## src/rtl/cr_kme_fifo_unpack.sv

```systemverilog
// cr_kme_fifo_unpack
//   Sits behind the KME 263-bit entry FIFO. It pops one entry at a time over
//   the FIFO's show-ahead valid/ack interface and emits the 256-bit payload as
//   1..4 beats of 64 bits on a valid/ready interface. It also tracks SOP/EOP
//   framing and counts the entries it has fully emitted.
//
//   Ports
//     clk, rst           clock; asynchronous active-high reset
//     fifo_out[262:0]    FIFO head: {tag[2:0], eop, sop, nbeats_m1[1:0], payload[255:0]}
//     fifo_out_valid     FIFO not empty
//     fifo_out_ack       pop strobe (FIFO pops on valid && ack)
//     flush              synchronous drop of the held entry and framing state
//     out_valid/ready    beat handshake
//     out_data/tag       beat data, tag of the source entry
//     out_sop/eop/last   first beat of a sop entry / last beat of an eop entry / last beat
//     framing_err        one-cycle pulse, the cycle after a badly framed entry is popped
//     entry_cnt          saturating count of fully emitted entries
module cr_kme_fifo_unpack #(
  parameter int BEAT_W = 64,
  parameter int CNT_W  = 16
) (
  input  logic              clk,
  input  logic              rst,
  input  logic [262:0]      fifo_out,
  input  logic              fifo_out_valid,
  output logic              fifo_out_ack,
  input  logic              flush,
  output logic              out_valid,
  input  logic              out_ready,
  output logic [BEAT_W-1:0] out_data,
  output logic [2:0]        out_tag,
  output logic              out_sop,
  output logic              out_eop,
  output logic              out_last,
  output logic              framing_err,
  output logic [CNT_W-1:0]  entry_cnt
);

  typedef enum logic {ST_IDLE, ST_BUSY} state_t;

  state_t           r_state, w_state_nxt;
  logic [262:0]     r_entry;
  logic [1:0]       r_bidx, w_bidx_nxt;
  logic             r_in_pkt, w_in_pkt_nxt;
  logic             r_ferr, w_ferr_nxt;
  logic [CNT_W-1:0] r_cnt;

  logic             w_busy, w_last, w_acc, w_acc_last, w_pop;
  logic             w_sop, w_eop;
  logic [1:0]       w_nb;

  assign w_busy     = (r_state == ST_BUSY);
  assign w_nb       = r_entry[257:256];
  assign w_sop      = r_entry[258];
  assign w_eop      = r_entry[259];
  assign w_last     = w_busy && (r_bidx == w_nb);
  assign w_acc      = w_busy && out_ready;
  assign w_acc_last = w_acc && w_last;
  // Reload on the accepted final beat keeps entries back-to-back with no bubble.
  assign w_pop      = !rst && fifo_out_valid && !flush && (!w_busy || w_acc_last);

  always_comb begin
    w_state_nxt  = r_state;
    w_bidx_nxt   = r_bidx;
    w_in_pkt_nxt = r_in_pkt;
    if (w_acc_last) begin
      if (w_eop)      w_in_pkt_nxt = 1'b0;
      else if (w_sop) w_in_pkt_nxt = 1'b1;
    end
    if (w_acc && !w_last) w_bidx_nxt = r_bidx + 2'd1;
    if (w_pop) begin
      w_state_nxt = ST_BUSY;
      w_bidx_nxt  = 2'd0;
    end else if (w_acc_last) begin
      w_state_nxt = ST_IDLE;
    end
    // Framing check sees the packet state after a same-cycle final beat of
    // the previous entry; a pop never coincides with flush.
    w_ferr_nxt = w_pop && (fifo_out[258] == w_in_pkt_nxt);
    if (flush) begin
      w_state_nxt  = ST_IDLE;
      w_in_pkt_nxt = 1'b0;
    end
  end

  always_ff @(posedge clk or posedge rst) begin
    if (rst) begin
      r_state  <= ST_IDLE;
      r_entry  <= '0;
      r_bidx   <= '0;
      r_in_pkt <= 1'b0;
      r_ferr   <= 1'b0;
      r_cnt    <= '0;
    end else begin
      r_state  <= w_state_nxt;
      r_bidx   <= w_bidx_nxt;
      r_in_pkt <= w_in_pkt_nxt;
      r_ferr   <= w_ferr_nxt;
      if (w_pop) r_entry <= fifo_out;
      if (w_acc_last && (r_cnt != {CNT_W{1'b1}})) r_cnt <= r_cnt + 1'b1;
    end
  end

  // Outputs decode straight from the held entry, so they are stable under
  // backpressure and read zero whenever nothing is held.
  assign fifo_out_ack = w_pop;
  assign out_valid    = w_busy;
  assign out_data     = w_busy ? r_entry[int'(r_bidx)*BEAT_W +: BEAT_W] : '0;
  assign out_tag      = w_busy ? r_entry[262:260] : 3'd0;
  assign out_sop      = w_busy && w_sop && (r_bidx == 2'd0);
  assign out_eop      = w_last && w_eop;
  assign out_last     = w_last;
  assign framing_err  = r_ferr;
  assign entry_cnt    = r_cnt;

endmodule

```

## config.mk

```make
export PLATFORM = sky130hd
export DESIGN_NAME = cr_kme_fifo_unpack
export DESIGN_NICKNAME = d
export VERILOG_FILES = /design/src/rtl/cr_kme_fifo_unpack.sv
export SDC_FILE = /design/constraint.sdc
export NUM_CORES = 1
export LEC_CHECK = 0
export ABC_AREA = 1
export CORE_MARGIN = 8
export CORE_UTILIZATION = 46
export DETAILED_ROUTE_END_ITERATION = 12
export GPL_TIMING_DRIVEN = 0
export PLACE_DENSITY = 0.77
export SLEW_MARGIN = 20
export SYNTH_ARGS = -nofsm -noshare
export SYNTH_HDL_FRONTEND = slang
export SYNTH_SLANG_ARGS = --single-unit
```

## constraint.sdc

```tcl
create_clock -name clk -period 30.9 [get_ports clk]
set_clock_uncertainty 0.1 [all_clocks]
set_input_delay 6.18 -clock clk [delete_from_list [all_inputs] [get_ports clk]]
set_output_delay 6.18 -clock clk [all_outputs]
set_load 0.02 [all_outputs]
```

==> summary.txt, run 1 <==
GP Congestion: 0.905
Total grt overflow: 0
DRT Wirelength: 48.5 mm
Setup crit start: rst
Routed vias/inst: 5.10
Int Pwr: 826 uW
Setup CP Type: in -> out
Die H: 186 um
Minimum clock period: 15.08 ns
Worst path arrival time: 8.80 ns
Critical R2R Launch: r_bidx[0]$_DFFE_PP0P_
Status: completed
WL per Instance: 18.6 um
Layout cells sized above 1: 0.0521
Drt pass-1 iters: 6
Least-Margin Pin Slew: 0.774 ns
Port buffer count: 356
Final ANT Viol Nets: 0
Final Max Tran Viols: 0
FF+latch area: 7110 um^2
Slew headroom: 0.484
Cell variety after synth: 20
Switching Share: 0.360
CP required: 24.62 ns
CP Launch Type: primary input
Maximum VDD drop: 43.8 uV
Core area: 28500 um^2
Clock transition at path regs: 0.06 ns
Post-route cell area: 18400 um^2
Number of top-level pins: 357
Initial Util: 0.465
Vias in the first global route: 13600
Die W: 186 um
CTS sink cnt: 284
Final Worst Setup Slack: 15.82 ns
Predominant post-synthesis flop cell: dfrtp_1
Vias: 13300
Hold Slack: 0.374 ns
Async S/R FF share, synth: 1.00
Switching pwr: 464 uW
YS warnings: 0
Die area: 34600 um^2
RSZ-0062 raised after global routing: false
GR Util met1: 0.356
GR peak layer: met2
Yosys reg bits: 284
Post-synth EDFFs: 0
Hold Violations, Final: 0
Hold Path Class: reg -> reg
Placed inst area: 17400 um^2
Share of the synthesized area in the top cell type: 0.535
Worst setup EP type: output pin
Sequential share of power: 0.375
Setup_tns: 0 ns
Syn Area/Cell: 7.40 um^2
Post-CTS sizing: 0
Final total power: 1.29 mW
Largest net degree at the start of global routing: 104
Power share of the clock group: 0.291
Fin util: 0.646
GRT Total Usage: 0.277
Antenna violations before repair: 15
Hold-fix buffers, CTS: 0
Final HPWL DP: 36.8 mm
Rows: 62
Setup Buffers After CTS: 0
Grt met2 use: 0.448
DP Cell Count: 2537
Max frequency: 0.0663 GHz
Pwr/cell area: 69.9 nW/um^2
Comb pwr share: 0.334
Post-Syn Instances: 1795
Nets@finish: 2456
CTS tree: built
Top cells by count, synth: nand2_1 (849), dfrtp_1 (284), nor2_1 (276), o21ai_0 (141), a21oi_1 (66)
Synthesized cell area: 13300 um^2
Largest area contributor in the netlist: dfrtp_1
Most common cell in the synthesized netlist: nand2_1
Layout area overhead: 38.9%
Worst R2R Setup Slack: 28.42 ns
Num CTS Buffers: 31
Layout Cells excl Fill: 2606
Synth area leaders: dfrtp_1 (54%), nand2_1 (24%), nor2_1 (7.8%), o21ai_0 (5.3%), a21oi_1 (2.5%)
Crit Path Max Fanout: 100
Starting DRC count in detailed routing: 1089
Register area share after synthesis: 0.535
Worst r2r dst: r_bidx[1]$_DFFE_PP0P_
Area of the multi-input gates: 5540 um^2
R2r worst-path depth: 8
Deepest clock path buffer count: 3
Number of max-cap violations: 0
DRC: 0
Final setup vio count: 0
Fill cell count: 2538
CTS root buf: clkbuf_16
Mapped Nets: 2065
Htree depth: 1
Place WS: 15.83 ns
Later-pin clock latency in the skew report: 0.55 ns
Fin crit share: 0.488
Leak: 9.04 nW
End point of the critical path: fifo_out_ack
GR Layer Usage met3: 0.0517
Global-route wire length before repair: 73.9 mm
final cells by class:
| class | instances | area share |
|---|---|---|
| inverters | 30 | 0.00651 |
| clock buffers | 41 | 0.0457 |
| diodes | 15 | 0.00204 |
| multi-input cells | 1372 | 0.300 |
| flip-flops and latches | 284 | 0.385 |
| well taps | 384 | 0.0260 |
| clock inverters | 13 | 0.00963 |
| plain buffers | 109 | 0.0283 |
| repair buffers | 358 | 0.196 |
worst max-delay path, cell delays in order:
cell and delay [ns]:
clkdlybuf4s50_1 0.49, inv_8 0.51, nand2_1 0.15, nor2_1 0.15, a21boi_2 0.28, buf_2 0.29
clkdlybuf4s50_1 0.65
placed cells by master, fill, tap and decap left out, types with 2 or more instances in the layout:
master,count
o21ai_0,141
clkbuf_16,31
a21oi_1,66
nand2_1,849
clkbuf_8,3
ha_1,2
nor2_1,276
clkinv_2,4
clkinvlp_4,5
inv_1,27
nand3_1,11
buf_4,15
dfrtp_1,284
xor2_1,12
buf_2,45
clkbuf_1,50
clkdlybuf4s50_1,356
diode_2,15
bufinv_16,4
buf_16,2
nand4_1,4
inv_2,2
nor3_1,7
buf_1,6
registers in the layout, summed over array words and instances (netlist names):
register and cells:
r_entry 263, r_in_pkt 1, out_valid 1, framing_err 1, r_bidx 2, entry_cnt 16
power by group through the flow:
| stage | Clock [mW] | Combinational (mW) | Sequential, mW |
|---|---|---|---|
| floorplan | 0 | 0.246 | 0.482 |
| global placement | 0 | 0.417 | 0.485 |
| detailed placement | 0 | 0.426 | 0.486 |
| CTS | 0.379 | 0.428 | 0.481 |
| global route | 0.393 | 0.479 | 0.491 |
| finish | 0.376 | 0.431 | 0.483 |
cell families after synthesis:
group                    after synthesis  share of synthesized area
AND/OR/NAND/NOR                     1150                      0.328
adder cells (fa/ha/maj)                2                    0.00188
flip-flops                           284                      0.535
XOR/XNOR                              12                    0.00791
buffers and inverters                139                     0.0478
AO/OA/AOI/OAI                        208                     0.0789
per-layer routing:
metal / wire length [um] / vias up
met2: 22800 / 538
li1: - / 6350
met3: 3670 / 108
met5: 13 / -
met4: 2060 / 2
met1: 20000 / 6295
how the worst min path moves through the flow:
stage | depth (start not counted) | from | slack, ns | endpoint
final | 2 | r_entry[86]$_DFFE_PP0P_ | 0.37 | r_entry[86]$_DFFE_PP0P_
after global routing | 2 | r_entry[206]$_DFFE_PP0P_ | 0.39 | r_entry[206]$_DFFE_PP0P_
after CTS | 2 | r_entry[127]$_DFFE_PP0P_ | 0.38 | r_entry[127]$_DFFE_PP0P_
after detailed placement | 2 | r_entry[120]$_DFFE_PP0P_ | 0.36 | r_entry[120]$_DFFE_PP0P_
after global placement | 2 | r_entry[64]$_DFFE_PP0P_ | 0.36 | r_entry[64]$_DFFE_PP0P_
after floorplan | 2 | r_entry[216]$_DFFE_PP0P_ | 0.34 | r_entry[216]$_DFFE_PP0P_
No activity file was read; power rests on OpenSTA's default activity.
==> inputs of run 2 (changes only) <==
--- a/config.mk
+++ b/config.mk
@@ -7,7 +7,7 @@
 export LEC_CHECK = 0
 export ABC_AREA = 1
 export CORE_MARGIN = 8
-export CORE_UTILIZATION = 46
+export CORE_UTILIZATION = 44
 export DETAILED_ROUTE_END_ITERATION = 12
 export GPL_TIMING_DRIVEN = 0
 export PLACE_DENSITY = 0.77
==> constraint.sdc (replaced) <==
create_clock -name clk -period 13.7 [get_ports clk]
set_clock_uncertainty 0.1 [all_clocks]
set_input_delay 2.74 -clock clk [delete_from_list [all_inputs] [get_ports clk]]
set_output_delay 2.74 -clock clk [all_outputs]
set_load 0.02 [all_outputs]
==> run 2 against run 1 <==
Net effect:
- sequential share of layout area is essentially flat
- combinational power grew 130%
- total power grew 130%
- clock power grew 130%
- register-to-register slack lost 17 ns
- global-route usage shrank 1.0 points
- design area grew 0.13%
- die area grew 4.1%
- critical path depth is the same
==> summary.txt, run 2 (synthesized netlist as in run 1, its figures left out) <==
Post-route cell area: 18500 um^2
GP Congestion: 0.915
Core area: 29700 um^2
CP Launch Type: primary input
Layout area overhead: 39.1%
Slew headroom: 0.478
CP max-delay cell: clkdlybuf4s50_1
Max reg flops: 263
Worst path arrival time: 5.28 ns
Hold Violations, Final: 0
Clock transition at path regs: 0.06 ns
Least-Margin Pin Slew: 0.783 ns
Most common cell after layout, fill and taps aside: nand2_1
Final ANT Viol Nets: 0
GR peak layer: met2
WL per Instance: 18.8 um
Post-CTS sizing: 0
CP dominant cell by count: clkdlybuf4s50_1
Int Pwr: 1.86 mW
WP buf/inv: 4
GR Layer Usage met3: 0.0472
CTS root buf: clkbuf_16
Top reg by flops: r_entry
Crit Path Max Fanout: 77
Number of max-cap violations: 0
Deepest clock path buffer count: 3
Hold Path Class: reg -> reg
Die H: 190 um
CTS tree: built
Htree depth: 1
Layout cells sized above 1: 0.0548
Grt met2 use: 0.432
Nets@finish: 2456
Maximum VDD drop: 94.9 uV
GR Util met1: 0.352
Leak: 9.08 nW
Worst r2r dst: r_bidx[1]$_DFFE_PP0P_
Status: completed
Rows: 63
Fin crit share: 0.593
Minimum clock period: 8.12 ns
Worst path depth: 7
Placed inst area: 17400 um^2
Critical R2R Launch: r_bidx[0]$_DFFE_PP0P_
DRC: 0
Leading cell types in the layout, fill and taps excluded: nand2_1 (849), clkdlybuf4s50_1 (356), dfrtp_1 (284)
Sequential share of power: 0.372
Antenna violations before repair: 11
Total grt overflow: 0
Crit path max-delay family: buffers and inverters
Worst R2R Setup Slack: 11.29 ns
CP required: 10.86 ns
R2r worst-path depth: 8
CTS sink cnt: 284
GRT Total Usage: 0.267
Switching Share: 0.363
Pwr/cell area: 158 nW/um^2
Final Max Tran Viols: 0
Routed vias/inst: 5.06
Crit-path cells: clkdlybuf4s50_1 > inv_8 > nand2_1 > nor2_1 > a21boi_2 > buf_2 > clkdlybuf4s50_1
DRT Wirelength: 49.1 mm
Final total power: 2.92 mW
Starting DRC count in detailed routing: 1145
Die area: 36000 um^2
Hold-fix buffers, CTS: 0
Worst setup EP type: output pin
Setup Buffers After CTS: 0
Comb pwr share: 0.334
Delay of the slowest critical-path stage: 0.66 ns
Final setup vio count: 0
RSZ-0062 raised after global routing: false
Number of top-level pins: 357
Power share of the clock group: 0.294
End point of the critical path: fifo_out_ack
Later-pin clock latency in the skew report: 0.56 ns
Drt pass-1 iters: 5
Switching pwr: 1.06 mW
Largest net degree at the start of global routing: 108
Vias in the first global route: 13500
Global-route wire length before repair: 75.7 mm
Port buffer count: 356
Num CTS Buffers: 31
Setup crit start: rst
Final HPWL DP: 37.0 mm
Die W: 190 um
Max frequency: 0.123 GHz
Setup CP Type: in -> out
Initial Util: 0.447
Vias: 13200
-- run 2: final cells by class --
type	instances	area, um^2
diodes	11	27.5
plain buffers	109	522
clock buffers	44	925
clock inverters	12	123
fillers	2591	11200
inverters	30	120
multi-input cells	1372	5540
flip-flops and latches	284	7110
well taps	390	488
repair buffers	358	3620
-- run 2: power groups by stage --
stage          clock network, mW  registers [mW]  logic (mW)
5_1_grt                    0.898            1.10        1.08
3_3_place_gp                   0            1.09       0.948
3_5_place_dp                   0            1.09       0.967
2_1_floorplan                  0            1.09       0.556
4_1_cts                    0.864            1.08       0.974
6_report                   0.860            1.09       0.978
-- run 2: metal layers --
layer  share of wire  vias up
met5         0.00026        -
met4           0.038        2
met3           0.070       96
met2            0.47      561
met1            0.42     6203
li1                -     6336
-- run 2: worst min path at each step --
stage	depth (start not counted)	end	startpoint
after floorplan	2	r_entry[216]$_DFFE_PP0P_	r_entry[216]$_DFFE_PP0P_
after global placement	2	r_entry[112]$_DFFE_PP0P_	r_entry[112]$_DFFE_PP0P_
after detailed placement	2	r_entry[125]$_DFFE_PP0P_	r_entry[125]$_DFFE_PP0P_
after CTS	2	r_entry[76]$_DFFE_PP0P_	r_entry[76]$_DFFE_PP0P_
after global routing	2	r_entry[69]$_DFFE_PP0P_	r_entry[69]$_DFFE_PP0P_
final	2	r_entry[239]$_DFFE_PP0P_	r_entry[239]$_DFFE_PP0P_
-- run 2: stage by stage --
stage / setup TNS (ns) / utilization / hold slack (ns) / std cells / setup slack [ns]
floorplan: 0 / - / 0.344 / 1795 / 1.17
global placement: -166.29 / 0.583 / 0.356 / 2541 / -2.56
detailed placement: 0 / 0.585 / 0.360 / 2543 / 5.56
CTS: 0 / 0.621 / 0.376 / 2599 / 5.54
global route: 0 / 0.621 / 0.384 / 2609 / 5.36
finish: 0 / 0.621 / 0.373 / 2610 / 5.58
-- run 2: tightest hold or removal path, delay by kind of cell (launching register included) --
| kind | cells | cell delay [ns] |
|---|---|---|
| DFF | 1 | 0.33 |
| and+or+nand+nor | 2 | 0.11 |
